## src/rtl/raster_pkg.sv

```systemverilog
// Shared types and widths for the segment rasterizer datapath.
package raster_pkg;

  typedef enum logic [1:0] {
    IDLE,
    SETUP,
    STEP,
    DONE
  } state_e;

  localparam int COORD_X_W = 11;
  localparam int COORD_Y_W = 10;
  localparam int ERR_W     = 13;

endpackage

```

## src/rtl/segment_rasterizer.sv

```systemverilog
// Integer Bresenham walker: holds one segment, emits one on-screen pixel per handshake,
// skips off-screen pixels at one per cycle, and pulses done after the endpoint resolves.
//
//   state | meaning
//   IDLE  | waiting for a segment; busy low
//   SETUP | derive dx/dy/err/step directions from latched endpoints
//   STEP  | present or skip the current pixel, advance on handshake or clip
//   DONE  | one-cycle completion pulse
module segment_rasterizer
  import raster_pkg::*;
#(
  parameter int H_RES = 1280,
  parameter int V_RES = 720
) (
  input  logic                 clk_in,
  input  logic                 rst_in,
  input  logic                 seg_valid_in,
  input  logic [COORD_X_W-1:0] x_in_1,
  input  logic [COORD_Y_W-1:0] y_in_1,
  input  logic [COORD_X_W-1:0] x_in_2,
  input  logic [COORD_Y_W-1:0] y_in_2,
  input  logic                 is_static_in,
  output logic                 busy_out,
  output logic [COORD_X_W-1:0] pixel_x_out,
  output logic [COORD_Y_W-1:0] pixel_y_out,
  output logic                 pixel_static_out,
  output logic                 pixel_valid_out,
  input  logic                 pixel_ready_in,
  output logic                 done_out
);

  localparam logic [COORD_X_W:0]   H_LIM = (COORD_X_W+1)'(H_RES);
  localparam logic [COORD_Y_W:0]   V_LIM = (COORD_Y_W+1)'(V_RES);
  localparam logic [COORD_X_W-1:0] X_ONE = COORD_X_W'(1);
  localparam logic [COORD_Y_W-1:0] Y_ONE = COORD_Y_W'(1);

  state_e state_q, state_d;

  logic [COORD_X_W-1:0] cur_x_q, cur_x_d, end_x_q, end_x_d;
  logic [COORD_Y_W-1:0] cur_y_q, cur_y_d, end_y_q, end_y_d;
  logic                 static_q, static_d;
  logic                 sx_neg_q, sx_neg_d, sy_neg_q, sy_neg_d;

  logic signed [ERR_W-1:0] dx_q, dx_d, dy_q, dy_d, err_q, err_d, err_n;
  logic signed [ERR_W:0]   e2, dx_w, dy_w;

  logic [COORD_X_W-1:0] mag_x;
  logic [COORD_Y_W-1:0] mag_y;
  logic                 on_screen, at_end, adv;

  always_comb begin
    state_d  = state_q;
    cur_x_d  = cur_x_q;
    cur_y_d  = cur_y_q;
    end_x_d  = end_x_q;
    end_y_d  = end_y_q;
    static_d = static_q;
    sx_neg_d = sx_neg_q;
    sy_neg_d = sy_neg_q;
    dx_d     = dx_q;
    dy_d     = dy_q;
    err_d    = err_q;

    on_screen = ({1'b0, cur_x_q} < H_LIM) && ({1'b0, cur_y_q} < V_LIM);
    at_end    = (cur_x_q == end_x_q) && (cur_y_q == end_y_q);
    adv       = !on_screen || pixel_ready_in;

    e2    = {err_q, 1'b0};
    dx_w  = {dx_q[ERR_W-1], dx_q};
    dy_w  = {dy_q[ERR_W-1], dy_q};
    err_n = err_q;

    mag_x = (end_x_q >= cur_x_q) ? end_x_q - cur_x_q : cur_x_q - end_x_q;
    mag_y = (end_y_q >= cur_y_q) ? end_y_q - cur_y_q : cur_y_q - end_y_q;

    case (state_q)
      IDLE: begin
        if (seg_valid_in) begin
          cur_x_d  = x_in_1;
          cur_y_d  = y_in_1;
          end_x_d  = x_in_2;
          end_y_d  = y_in_2;
          static_d = is_static_in;
          state_d  = SETUP;
        end
      end
      SETUP: begin
        // cur still holds the start point here, so magnitudes come straight from cur/end
        dx_d     = $signed({{(ERR_W-COORD_X_W){1'b0}}, mag_x});
        dy_d     = -$signed({{(ERR_W-COORD_Y_W){1'b0}}, mag_y});
        err_d    = dx_d + dy_d;
        sx_neg_d = end_x_q < cur_x_q;
        sy_neg_d = end_y_q < cur_y_q;
        state_d  = STEP;
      end
      STEP: begin
        if (adv) begin
          if (at_end) begin
            state_d = DONE;
          end else begin
            if (e2 >= dy_w) begin
              err_n   = err_n + dy_q;
              cur_x_d = sx_neg_q ? cur_x_q - X_ONE : cur_x_q + X_ONE;
            end
            if (e2 <= dx_w) begin
              err_n   = err_n + dx_q;
              cur_y_d = sy_neg_q ? cur_y_q - Y_ONE : cur_y_q + Y_ONE;
            end
            err_d = err_n;
          end
        end
      end
      DONE: begin
        state_d = IDLE;
      end
      default: begin
        state_d = IDLE;
      end
    endcase
  end

  always_ff @(posedge clk_in or negedge rst_in) begin
    if (!rst_in) begin
      state_q  <= IDLE;
      cur_x_q  <= '0;
      cur_y_q  <= '0;
      end_x_q  <= '0;
      end_y_q  <= '0;
      static_q <= 1'b0;
      sx_neg_q <= 1'b0;
      sy_neg_q <= 1'b0;
      dx_q     <= '0;
      dy_q     <= '0;
      err_q    <= '0;
    end else begin
      state_q  <= state_d;
      cur_x_q  <= cur_x_d;
      cur_y_q  <= cur_y_d;
      end_x_q  <= end_x_d;
      end_y_q  <= end_y_d;
      static_q <= static_d;
      sx_neg_q <= sx_neg_d;
      sy_neg_q <= sy_neg_d;
      dx_q     <= dx_d;
      dy_q     <= dy_d;
      err_q    <= err_d;
    end
  end

  assign busy_out         = (state_q == SETUP) || (state_q == STEP);
  assign pixel_valid_out  = (state_q == STEP) && on_screen;
  assign done_out         = (state_q == DONE);
  assign pixel_x_out      = cur_x_q;
  assign pixel_y_out      = cur_y_q;
  assign pixel_static_out = static_q;

endmodule
```

## config.mk

```make
export PLATFORM = sky130hd
export DESIGN_NAME = segment_rasterizer
export DESIGN_NICKNAME = d
export VERILOG_FILES = /design/src/rtl/raster_pkg.sv /design/src/rtl/segment_rasterizer.sv
export SDC_FILE = /design/constraint.sdc
export NUM_CORES = 1
export LEC_CHECK = 0
export ABC_AREA = 1
export BUFFER_PORTS_ARGS = -buffer_cell sky130_fd_sc_hd__buf_2
export CORE_MARGIN = 4
export CORE_UTILIZATION = 50
export CTS_BUF_LIST = sky130_fd_sc_hd__clkbuf_2 sky130_fd_sc_hd__clkbuf_4 sky130_fd_sc_hd__clkbuf_8
export CTS_CLUSTER_DIAMETER = 100
export DETAILED_ROUTE_END_ITERATION = 6
export GPL_TIMING_DRIVEN = 0
export PLACE_DENSITY = 0.68
export SKIP_CTS_REPAIR_TIMING = 1
export SLEW_MARGIN = 25
export SYNTH_ARGS = -nofsm -noshare
export SYNTH_HDL_FRONTEND = slang
export SYNTH_SLANG_ARGS = --single-unit
```

## constraint.sdc

```tcl
create_clock -name clk_in -period 5.6 [get_ports clk_in]
set_input_delay 1.12 -clock clk_in [delete_from_list [all_inputs] [get_ports clk_in]]
set_output_delay 1.12 -clock clk_in [all_outputs]
set_load 0.05 [all_outputs]
```

==> out/metrics.cfg, run 1 <==
[timing]
slew_viol_final = 0
setup_violations = 0
hold_violations = 0
layout_min_cycle_time_ps = 4590
clock_skew_ps = 10.8
worst-slew-pin-transition_ps = 796
slew_headroom_pct = 47.0
rsz0062_at_grt = false
timing.fmax_mhz = 218
whs_ps = 519
finalCritPeriodShare_pct = 81.9
setup_tns_ps = 0

[placed_design]
portBuffers = 71
place_area_um2 = 10100
gp_congestion = 0.946
place_hpwl_mm = 21.6

[global_routing]
antenna_found_initial = 0
grt_pass1_wl_mm = 42.6
grt_start_max_net_pins = 50
grt_pass1_vias = 8748
grt_overflow = 0
grt_use_total_pct = 24.5

[setup_path]
worst_path_max_delay_cell = dfrtp_1
path_class = reg -> reg
path_buf_inv = 4
crit_top_cell = nand2_1
startpoint_type = flop
end_kind = flop
cpPeakStageDelay_ps = 450
cp_data_required_time_ps = 5880
crit_family = simple AND/OR/NAND/NOR gates
rrSetupSlack_ps = 1010
worst_ep_arrival_time_ps = 4860
crit_fanout = 7

[floorplan]
rows = 50
fp.dieArea_um2 = 21200
fp.dieW_um = 145
pin_count = 72
die_h_um = 145
core_um2 = 18600
initial_core_util_pct = 50.7

[final_layout]
drive_gt1_share_pct = 13.0
post-route-util_pct = 55.7
antenna_cells = 0
syn2layout_area_growth_pct = 9.85
layout.nets = 1639
mostFrequentLayoutCells = nand2_1, inv_1, ha_1, a21oi_1, nor2_1
stdcell_area_um2 = 10400
layout_commonest_cell = nand2_1

[clock_tree]
clockRootBuffer = clkbuf_8
htreeDepth = 3
insertion_delay_ps = 380
clkTransAtPathRegs_ps = 100
cts_buffer_depth = 2
cts.sinks = 84
cts_tree = done
numCtsBuffers = 9

[detailed_routing]
routed_via_density = 5.28
vias = 8993
wire_per_inst_um = 15.3
drt-pass1-iter-count = 5
postRouteAntennaNets = 0
wl_mm = 26.0
drc = 0
drt_iter0_drc = 516

[min_path]
hp-class = reg -> reg

[logic_synthesis]
yosys_warnings = 0
syn_area_um2 = 9450
synth_seq_cells = 84
yosysUniqueCellTypes = 51
synthesis.area_per_instance_um2 = 6.85
synth_nets = 1556
syn_inst = 1380
ys_seq_area_share_pct = 22.2

[status]
outcome = completed

[run]
drv_cap = 0

[worst reg2reg max path: stages (launching register included)]
cell and delay (ps):
dfrtp_1 450, inv_1 100, ha_1 400, nand2_2 140, inv_2 70, a21oi_4 230, nand3_2 140, nor2_4 180
nand2_2 70, nand2_2 100, inv_1 50, ha_1 190, or2_2 290, nand2_1 160, inv_1 80, ha_1 360
nand3_1 90, nand2_1 130, nand2_1 90, nand2_1 70, a21oi_1 90, o21ai_0 300, a21oi_1 130, or2_2 290
nand3_1 100, nand2_1 90, nand2_1 60, nand2_1 50
[cell type report]
cell class | count | area, µm²
fillers | 1862 | 8260
well taps | 234 | 293
clock buffers | 10 | 138
clock inverters | 6 | 111
repair buffers | 72 | 389
flip-flops and latches | 84 | 2100
inverters | 212 | 796
plain buffers | 35 | 198
multi-input cells | 1049 | 6350
[flip-flops by register name, summed over array words and instances (netlist names)]
| register | flops |
|---|---|
| state_q | 2 |
| end_x_q | 11 |
| pixel_static_out | 1 |
| sx_neg_q | 1 |
| end_y_q | 10 |
| pixel_y_out | 10 |
| dy_q | 13 |
| pixel_x_out | 11 |
| sy_neg_q | 1 |
| dx_q | 11 |
| err_q | 13 |
[worst paths after layout]
kind / end / start / cells past startpoint
max reg2reg: err_q[9] / pixel_y_out[8] / 27
min: pixel_static_out / pixel_static_out / 1
min in group asynchronous: err_q[0] / rst_in / 1
min reg2reg: pixel_static_out / pixel_static_out / 1
max in group asynchronous: end_y_q[5] / rst_in / 2
max: err_q[9] / pixel_y_out[8] / 27
[cell usage after synthesis (all sizes together)]
cell type	n	area share, %
nor2	110	5.1
o22ai	6	0.40
nand3b	2	0.16
clkbuf	14	0.58
dfrtp	84	22
o2111ai	6	0.56
inv	212	8.4
xnor2	9	0.83
nor3	14	0.74
fa	9	1.9
o21ai	101	5.6
a22oi	1	0.079
o22a	1	0.093
nand2	360	15
o21a	3	0.24
mux2	3	0.36
o21bai	8	0.68
a21boi	2	0.20
nand4	13	1.0
a21o	3	0.24
xor2	36	3.4
a211oi	1	0.079
nand3	79	4.6
a31oi	15	0.99
ha	120	16
a21oi	114	6.4
or2	12	0.79
o221ai	5	0.46
o211ai	13	1.0
nor3b	1	0.079
o31ai	2	0.16
buf	21	1.5
[routing by layer]
metal	up-vias	global-route usage (%)	routed length (µm)
met3	40	2.62	956
li1	4671	-	-
met5	-	0	0
met1	4099	32.5	12200
met4	0	8.36	736
met2	183	41.9	12100
[kinds of logic (layout without fill, tap and decap cells)]
group           Yosys count  in the layout  share of synthesized area (%)
flops                    84             84                           22.2
mux                       3              3                          0.358
simple gates            591            591                           27.6
fa+ha+maj               129            129                           17.8
compound gates          281            281                           17.2
xor+xnor                 45             45                           4.25
buf+inv                 247            335                           10.5
[metrics by stage]
stage / setup slack [ps] / instances
2_1_floorplan: 1430 / 1380
3_3_place_gp: 1070 / 1685
3_5_place_dp: 1050 / 1686
4_1_cts: 1020 / 1702
5_1_grt: 638 / 1702
6_report: 1010 / 1702
Power of run 1 is not shown: default switching activity piles up to over one toggle a cycle in this logic, so the estimate is an artifact.
==> run 2, diff against run 1 <==
==> constraint.sdc (replaced) <==
create_clock -name clk_in -period 4.4 [get_ports clk_in]
set_input_delay 0.88 -clock clk_in [delete_from_list [all_inputs] [get_ports clk_in]]
set_output_delay 0.88 -clock clk_in [all_outputs]
set_load 0.05 [all_outputs]
==> run 2 against run 1 <==
  * Via count increased by 1.1%
  * Sequential share of layout area decreased by 0.24 points
  * Hold slack got worse by 130 ps
  * Maximum frequency increased by 9.3%
  * Critical path type unchanged
  * Highest routed layer unchanged
==> out/metrics.cfg, run 2 (synthesis results as in run 1) <==
[status]
outcome = completed

[clock_tree]
numCtsBuffers = 9
clkTransAtPathRegs_ps = 100
htreeDepth = 3
cts_tree = done
insertion_delay_ps = 380
clockRootBuffer = clkbuf_8
cts_buffer_depth = 2
cts.sinks = 84

[final_layout]
antenna_cells = 0
syn2layout_area_growth_pct = 11.7
n_fill_cell = 1844
drive_gt1_share_pct = 15.4
post-route-util_pct = 56.6
register_area_um2 = 2110
reg_top3 = dy_q x13, err_q x13
multi_input_area_um2 = 6430
layout.nets = 1649
mostFrequentLayoutCells = nand2_1, inv_1, ha_1, a21oi_1, nor2_1
layout_commonest_cell = nand2_1

[floorplan]
core_um2 = 18600
rows = 50
fp.dieArea_um2 = 21200
die_h_um = 145
initial_core_util_pct = 50.7
fp.dieW_um = 145
pin_count = 72

[setup_path]
startpoint_type = flop
cp_data_required_time_ps = 4670
reg2reg_from = end_y_q[0]
end_kind = flop
rrSetupSlack_ps = 200
reg2regPathDepth = 27
path_class = reg -> reg
worst_ep_arrival_time_ps = 4470
crit_fanout = 7
startpoint = end_y_q[0]
reg2reg_to = err_q[9]

[timing]
clock_skew_ps = 13.8
timing.fmax_mhz = 238
slew_viol_final = 0
slew_headroom_pct = 49.1
worst-slew-pin-transition_ps = 764
whs_ps = 385
finalCritPeriodShare_pct = 95.4
hold_violations = 0
rsz0062_at_grt = true
layout_min_cycle_time_ps = 4200
setup_violations = 0

[detailed_routing]
drc = 0
wire_per_inst_um = 15.3
wl_mm = 26.1
postRouteAntennaNets = 0
drt-pass1-iter-count = 6
vias = 9094
drt_iter0_drc = 506
routed_via_density = 5.31

[placed_design]
place_hpwl_mm = 21.6
gp_congestion = 0.946
portBuffers = 71

[global_routing]
grt_pass1_wl_mm = 42.6
grt_overflow = 0
grt_start_max_net_pins = 50
grt_use_total_pct = 24.5
antenna_found_initial = 0
grt_pass1_vias = 8748

[run]
drv_cap = 0

[min_path]
hp-class = in -> async

-- run 2: changes by cell type in the layout (fill, tap and decap cells not counted), moves of 2 or more --
cell,change
ha_1,-5
dfrtp_2,+8
inv_1,-2
xor2_1,-4
xor2_2,+4
nand2_1,-2
nand2_2,+2
o21ai_0,-5
o21ai_1,+4
dfrtp_1,-8
ha_2,+4
buf_4,+10
-- run 2: through the flow --
step	cell area [µm²]	setup slack [ps]	TNS, ps	cells
after floorplan	9450	225	0	1380
final	10600	204	0	1712
after global routing	10600	-95.0	-224	1712
after CTS	10400	-176	-219	1702
after global placement	10100	-131	-131	1685
after detailed placement	10100	-153	-161	1686
-- run 2: how the worst max path moves through the flow --
stage          cells after the start  slack (ps)       end
4_1_cts                           25        -180  err_q[9]
5_1_grt                           27        -100  err_q[9]
3_5_place_dp                      25        -150  err_q[9]
2_1_floorplan                     25         230  err_q[9]
6_report                          27         200  err_q[9]
3_3_place_gp                      27        -130  err_q[9]
-- run 2: cell type report --
type                    instances  area share [%]
inverters                     212            7.58
flip-flops and latches         84            20.0
plain buffers                  35            1.90
well taps                     234            2.77
repair buffers                 82            4.40
clock inverters                 6            1.06
clock buffers                  10            1.30
multi-input cells            1049            61.0
-- run 2: critical path, cell delays in order (launching register included) --
cell	delay, ps
dfrtp_1	390
inv_1	90
ha_1	160
inv_1	110
fa_2	410
nand3_2	130
nand3_2	110
nor2_4	210
nand2_2	70
nand2_2	100
inv_1	50
ha_1	200
or2_2	310
nand2_2	120
inv_1	90
ha_4	290
nand3_1	80
nand2_2	110
nand2_1	80
nand2_1	80
a21oi_2	70
o21ai_2	160
a21oi_1	100
or2_2	270
nand3_1	100
nand2_1	90
nand2_1	60
nand2_1	50
-- run 2: per-layer routing --
metal	routed length, µm	vias up	global-route usage (%)
li1	-	4699	-
met1	12200	4163	32.5
met2	12300	192	41.9
met5	0	-	0
met3	916	40	2.62
met4	663	0	8.36
Power of run 2 is left out for the same reason.
==> run 3, diff against run 2 <==
--- a/config.mk
+++ b/config.mk
@@ -6,15 +6,14 @@
 export NUM_CORES = 1
 export LEC_CHECK = 0
 export ABC_AREA = 1
-export BUFFER_PORTS_ARGS = -buffer_cell sky130_fd_sc_hd__buf_2
-export CORE_MARGIN = 4
+export BUFFER_PORTS_ARGS = -buffer_cell sky130_fd_sc_hd__buf_4
+export CORE_MARGIN = 2
 export CORE_UTILIZATION = 50
 export CTS_BUF_LIST = sky130_fd_sc_hd__clkbuf_2 sky130_fd_sc_hd__clkbuf_4 sky130_fd_sc_hd__clkbuf_8
 export CTS_CLUSTER_DIAMETER = 100
 export DETAILED_ROUTE_END_ITERATION = 6
 export GPL_TIMING_DRIVEN = 0
 export PLACE_DENSITY = 0.68
-export SKIP_CTS_REPAIR_TIMING = 1
 export SLEW_MARGIN = 25
 export SYNTH_ARGS = -nofsm -noshare
 export SYNTH_HDL_FRONTEND = slang
==> run 3 against run 2 <==
  * Via count increased by 1.1%
  * Count of clock-buffer cells in the layout increased by 1
  * Flip-flop and latch count stayed put
  * Sequential share of layout area fell by 0.37 points
  * Critical path depth down 2
  * Core utilization up 0.99 points
  * Cell count increased by 0.53%
  * First-iteration DRC count rose by 12%
  * Maximum frequency increased by 0.25%
  * Hold slack gained 150 ps
  * Clock skew down 4.1 ps
==> out/metrics.cfg, run 3 (synthesis results as in run 1) <==
[final_layout]
stdcell_area_um2 = 10700
layout_commonest_cell = nand2_1
mostFrequentLayoutCells = nand2_1, inv_1, ha_1, a21oi_1, nor2_1
fin_cells = 1721
antenna_cells = 0
post-route-util_pct = 57.6
layout.nets = 1659
syn2layout_area_growth_pct = 13.6
reg_top3 = dy_q x13, err_q x13
drive_gt1_share_pct = 15.5

[clock_tree]
cts.sinks = 84
cts_buffer_depth = 2
clkTransAtPathRegs_ps = 90
cts_tree = done
numCtsBuffers = 9
htreeDepth = 3
hold_buffers = 0
clockRootBuffer = clkbuf_8
insertion_delay_ps = 380

[global_routing]
antenna_found_initial = 0
grt_overflow = 0
grt_use_total_pct = 26.8
use_met2_pct = 46.0
grtUsageMet1_pct = 35.2
busiest_layer = met2
grt_pass1_wl_mm = 42.6
use_met3_pct = 2.94
grt_start_max_net_pins = 85
grt_pass1_vias = 8687

[placed_design]
place_area_um2 = 10300
dp_cells = 1685
gp_congestion = 0.938
portBuffers = 71
place_hpwl_mm = 21.5

[detailed_routing]
vias = 9193
drt-pass1-iter-count = 5
postRouteAntennaNets = 0
routed_via_density = 5.34
drc = 0
wire_per_inst_um = 15.6
drt_iter0_drc = 565
wl_mm = 26.8

[timing]
slew_headroom_pct = 43.4
finalCritPeriodShare_pct = 95.1
clock_skew_ps = 9.71
slew_viol_final = 0
timing.fmax_mhz = 239
layout_min_cycle_time_ps = 4190
hold_violations = 0
worst-slew-pin-transition_ps = 849
setup_violations = 0

[setup_path]
cp_num_cells = 25
crit_fanout = 6
cpPeakStageDelay_ps = 400
crit_top_cell = nand2_2
path_class = reg -> reg
worst_ep_arrival_time_ps = 4460
path_buf_inv = 5
reg2regPathDepth = 25
startpoint_type = flop
crit_family = simple AND/OR/NAND/NOR gates
cp_data_required_time_ps = 4670
worst_path_max_delay_cell = dfrtp_1
end_kind = flop

[floorplan]
die_h_um = 141
fp.dieArea_um2 = 20000
core_um2 = 18600
fp.dieW_um = 141
pin_count = 72
rows = 50
initial_core_util_pct = 50.7

[status]
outcome = completed

[min_path]
hp-class = in -> async

[run]
drv_cap = 0

run 3: cell count changes in the layout (fill, tap and decap cells not counted), moves of 2 or more:
cell,before,now
clkbuf_4,1,3
ha_2,4,0
dfrtp_2,8,6
dfrtp_1,76,78
ha_1,115,119
bufinv_16,3,1
buf_2,81,10
buf_4,13,94
run 3: worst paths after layout:
path,startpoint,endpoint,slack [ps]
worst max-delay path,pixel_y_out[9],err_q[7],210
worst min-delay path,rst_in,pixel_y_out[2],540
worst max register to register,pixel_y_out[9],err_q[7],210
worst min register to register,pixel_static_out,pixel_static_out,540
min in group clk_in,pixel_static_out,pixel_static_out,540
max in group asynchronous,rst_in,pixel_x_out[6],3230
run 3: layout make-up:
class	count	area (µm²)
Inverter	212	796
Fill cell	1833	7910
Clock inverter	4	50.0
Clock buffer	11	145
Sequential cell	84	2110
Multi-Input combinational cell	1049	6450
Buffer	35	203
Timing Repair Buffer	92	694
Tap cell	234	293
run 3: what timing repair did:
item / CTS / global route
cloned: 0 / 0
setup buffers: 3 / 18
endpoints found under the setup margin: 1 / 8
pin swaps: 0 / 6
gates resized for setup: 5 / 27
run 3: metal layers:
layer / wire length [µm] / part of all wire, % / up-vias
met2: 12800 / 48 / 223
met1: 12200 / 46 / 4222
met4: 650 / 2.4 / 0
met3: 1110 / 4.1 / 45
li1: - / - / 4703
met5: 0 / 0 / -
run 3: per-stage QoR:
| stage | TNS [ps] | hold slack (ps) | worst slack [ps] |
|---|---|---|---|
| final | 0 | 536 | 215 |
| after global routing | -176 | 564 | -60.2 |
| after CTS | 0 | 545 | 24.7 |
| after detailed placement | -160 | 516 | -160 |
| after global placement | -183 | 493 | -183 |
| after floorplan | 0 | 481 | 225 |
Power of run 3 is left out for the same reason.
